==> src/rtl/regfile_wr_ctrl.sv <==
// rtl/regfile_wr_ctrl.sv - write-port controller for the 32x64 register file
// Round-robin shares the single write port and sequences X0..X30 = 0..30 initialisation.
module regfile_wr_ctrl #(
  parameter int N = 64
) (
  input  logic         clk,
  input  logic         reset,
  input  logic         init_start,
  output logic         init_busy,
  input  logic         req0_valid,
  output logic         req0_ready,
  input  logic [4:0]   req0_addr,
  input  logic [N-1:0] req0_data,
  input  logic         req1_valid,
  output logic         req1_ready,
  input  logic [4:0]   req1_addr,
  input  logic [N-1:0] req1_data,
  output logic         we3,
  output logic [4:0]   wa3,
  output logic [N-1:0] wd3
);

  typedef enum logic {INIT, RUN} state_t;

  state_t     state;
  logic [4:0] cnt;
  logic       lg;
  logic       fire0;
  logic       fire1;

  assign init_busy = (state == INIT);

  // On a tie the requester that did not win last time is granted.
  always_comb begin
    req0_ready = 1'b0;
    req1_ready = 1'b0;
    if (state == RUN && !init_start) begin
      if (req0_valid && req1_valid) begin
        if (lg) req0_ready = 1'b1;
        else    req1_ready = 1'b1;
      end else begin
        req0_ready = req0_valid;
        req1_ready = req1_valid;
      end
    end
  end

  assign fire0 = req0_valid & req0_ready;
  assign fire1 = req1_valid & req1_ready;

  always_ff @(posedge clk) begin
    if (reset) begin
      state <= INIT;
      cnt   <= 5'd0;
      lg    <= 1'b1;
      we3   <= 1'b0;
      wa3   <= 5'd0;
      wd3   <= '0;
    end else begin
      case (state)
        INIT: begin
          we3 <= 1'b1;
          wa3 <= cnt;
          wd3 <= N'(cnt);
          cnt <= cnt + 5'd1;
          if (cnt == 5'd30) state <= RUN;
        end
        RUN: begin
          if (init_start) begin
            state <= INIT;
            cnt   <= 5'd0;
            we3   <= 1'b0;
          end else if (fire0) begin
            // XZR writes are consumed but never reach the register file.
            we3 <= (req0_addr != 5'd31);
            wa3 <= req0_addr;
            wd3 <= req0_data;
            lg  <= 1'b0;
          end else if (fire1) begin
            we3 <= (req1_addr != 5'd31);
            wa3 <= req1_addr;
            wd3 <= req1_data;
            lg  <= 1'b1;
          end else begin
            we3 <= 1'b0;
          end
        end
        default: state <= INIT;
      endcase
    end
  end

endmodule
==> config.mk <==
export PLATFORM = sky130hd
export DESIGN_NAME = regfile_wr_ctrl
export DESIGN_NICKNAME = d
export VERILOG_FILES = /design/src/rtl/regfile_wr_ctrl.sv
export SDC_FILE = /design/constraint.sdc
export NUM_CORES = 1
export LEC_CHECK = 0
export CAP_MARGIN = 25
export CORE_MARGIN = 2
export CORE_UTILIZATION = 37
export DETAILED_ROUTE_END_ITERATION = 12
export PLACE_DENSITY_LB_ADDON = 0.25
export SYNTH_ARGS = -nofsm -noshare
export SYNTH_HDL_FRONTEND = slang
export SYNTH_SLANG_ARGS = --single-unit
export TNS_END_PERCENT = 1
==> constraint.sdc <==
create_clock -name clk -period 1.61 [get_ports clk]
set_input_delay 0.161 -clock clk [delete_from_list [all_inputs] [get_ports clk]]
set_output_delay 0.161 -clock clk [all_outputs]
set_load 0.01 [all_outputs]
==> metrics.md <==
| Metric | Value |
|---|---|
| Status | `complete, no violations` |
| GR Util met3 | `6.211%` |
| Area Growth Syn to Fin | `74.41%` |
| CTS clock-pin slew for the worst setup and hold paths | `0.08 ns` |
| Clock power frac | `41.6%` |
| # hold bufs at CTS | `0` |
| Req. time, crit path | `1.45 ns` |
| Met2 usage | `40.40%` |
| Final setup violation count | `0` |
| Xor/xnor share of the synthesized area | `0%` |
| Slew Viols, Final | `0` |
| Post_cts resized | `7` |
| I/O pin cnt | `216` |
| Antenna Nets Post-Route | `0` |
| Row count | `35` |
| Die X-Extent | `101.4 um` |
| Slowest cell on crit path | `dfxtp_2` |
| Initial antenna violation count | `0` |
| RSZ-0062 raised after global routing | `false` |
| Clock sinks | `77` |
| CP delay by family, top | `flip-flops` |
| Power Total | `4.252 mW` |
| CP Max Fanout | `3` |
| H-tree depth | `3` |
| Post-Synth Simple-Gate Area | `28.83%` |
| Filler cells | `756` |
| Post-synth top flop | `dfxtp_1` |
| Number of remaining DRC errors | `0` |
| Grt peak-use layer | `met2` |
| Synth Warn # | `0` |
| Maximum clock rate | `668.3 MHz` |
| Hold/Removal Path Class | `input pin to flip-flop` |
| IO buf count | `215` |
| Gpl congestion | `0.7898` |
| First-pass GRT wire length | `19.50 mm` |
| CP bufs+invs | `1` |
| Synthesized Nets | `591` |
| Mapped cell area | `3511 um2` |
| DP Wirelength | `8.881 mm` |
| Synth Area in Compound Gates | `18.78%` |
| Number of enable flip-flop cells after synthesis | `0` |
| Worst-margin pin slew | `0.4748 ns` |
| CTS tree | `yes` |
| Final Worst Setup Slack | `0.1137 ns` |
| Total CTS buffers | `9` |
| Max incr delay on CP | `0.36 ns` |
| Endpoints failing hold | `0` |
| WP data arrival | `1.34 ns` |
| Final Cycle Share | `92.94%` |
| Yosys top cell area share | `43.91%` |
| Internal power | `3.346 mW` |
| Sw Pwr | `0.9066 mW` |
| Setup TNS | `0 ns` |
| Nets | `800` |
| Total track usage | `23.61%` |
| Post-CTS Setup Inserts | `0` |
| Final hold slack | `0.1951 ns` |
| Most frequent cells in the layout | `211 x clkdlybuf4s50_1, 119 x nand3_1, 78 x nand2_1` |
| Clk_lat worst skew | `0.35 ns` |
| DIE AREA | `10280 um2` |
| Max VDD drop | `0.0003895 V` |
| Vias in the first global route | `4163` |
| Final wirelength | `12.44 mm` |
| WS Path Type | `flip-flop to output port` |
| Min cycle time layout | `1.496 ns` |
| Register area share after synthesis | `43.91%` |
| Crit start category | `flip-flop` |
| GRT overflow | `0` |
| Main combinational cell family by area after synthesis | `simple AND/OR/NAND/NOR gates` |
| Max_cap viols | `0` |
| Lkg Pwr | `1.987 nW` |
| Post-DR wirelength/cell | `15.80 um` |
| Ys async rst share | `0%` |
| Ant. Diodes | `0` |
| Most common cell after layout, fill and taps aside | `clkdlybuf4s50_1` |
| Clock root cell | `clkbuf_8` |
| Core footprint | `9240 um2` |
| Power density over the cells | `694.4 nW/um2` |
| Sw frac | `21.32%` |
| TritonRoute pass-1 iters | `5` |
| Sequential power share | `45.5%` |
| Power share of the combinational group | `12.9%` |
| GRT met1 Usage | `28.15%` |
| CP Capture Type | `output port` |
| Post-Synthesis Cells | `446` |
| Die H | `101.4 um` |
| Crit path cell chain | `and2b_2 > nand2_1 > a21oi_1 > dlygate4sd2_1` |
| Largest net degree at the start of global routing | `43` |
| DRT iter0 DRCs | `170` |
| Largest area contributor in the netlist | `dfxtp_1` |
| Netlist cell types | `34` |
| Post-synthesis mux area share | `0%` |
| Synth area leaders | `dfxtp_1 44%, nand3_1 17%, a31oi_1 11%` |
| Max clock buf depth | `2` |
| Pre-CTS setup slack | `-0.1698 ns` |
| Initial Utilization | `38.00%` |
| Layout cells sized above 1 | `8.511%` |
| Flops & latches, synth | `77` |
| Via count | `4280` |
| Syn_area_per_cell | `7.872 um2` |
| Worst slew margin | `68.35%` |
| Worst Skew | `0.01213 ns` |
| Vias per cell | `5.438` |
| Adder-Cell Fraction of Synth Area | `0.7128%` |
-- Yosys cell counts (all sizes together), types with 4 or more instances --
library cell	count
a21oi	14
nand3	119
a221o	10
clkbuf	18
nand4	4
inv	5
dfxtp	77
nand2	79
nor2	11
o21ai	5
a31oi	61
buf	27
-- state kept, by name, indices dropped and copies added, names as in the netlist --
name	count
we3	1
state	1
lg	1
wa3	5
wd3	64
cnt	5
-- power by group through the flow --
stage	clock network, mW	registers [mW]	logic (mW)
2_1_floorplan	0	1.98	0.125
3_3_place_gp	0	1.98	0.542
3_5_place_dp	0	1.98	0.544
4_1_cts	1.78	1.93	0.550
5_1_grt	1.87	1.94	0.583
6_report	1.77	1.93	0.550
-- per-stage QoR --
stage	area, um2	utilization, %	std cells
after global routing	6123	66.27	787
after global placement	5881	63.64	773
after floorplan	3511	-	446
final	6123	66.27	787
after detailed placement	5881	63.64	773
after CTS	6122	66.26	787
-- cells by family after synthesis --
group / count (synthesis)
simple gates: 219
compound gates: 98
flops: 77
buf+inv: 50
fa+ha+maj: 2
-- tightest hold or removal path: stages --
cell and delay (ns):
buf_2 0.14, inv_1 0.11, o211ai_1 0.09
-- final cells by class --
class	count	area [um2]	share of cell area, %
clock buffers	10	137.6	2.248
multi-input cells	319	1704	27.83
flip-flops and latches	77	1543	25.19
repair buffers	243	2461	40.19
clock inverters	4	97.59	1.594
well taps	129	161.4	2.636
inverters	5	18.77	0.3065
-- layer usage --
layer / part of all wire [%] / vias to the layer above / routed length [um]
met3: 8.2 / 33 / 1021
met5: 0 / - / 0
met2: 50 / 226 / 6179
met1: 39 / 1991 / 4895
li1: - / 2030 / -
met4: 2.7 / 0 / 341
-- final timing paths --
path              startpoint    endpoint  slack, ns  cells after the start
setup / recovery       state  req1_ready       0.11                      4
hold / removal         reset          lg       0.20                      3
setup reg to reg       state     wd3[54]       0.14                      6
hold reg to reg      wd3[29]     wd3[29]       0.47                      2
Power figures use the tool's default switching activity.
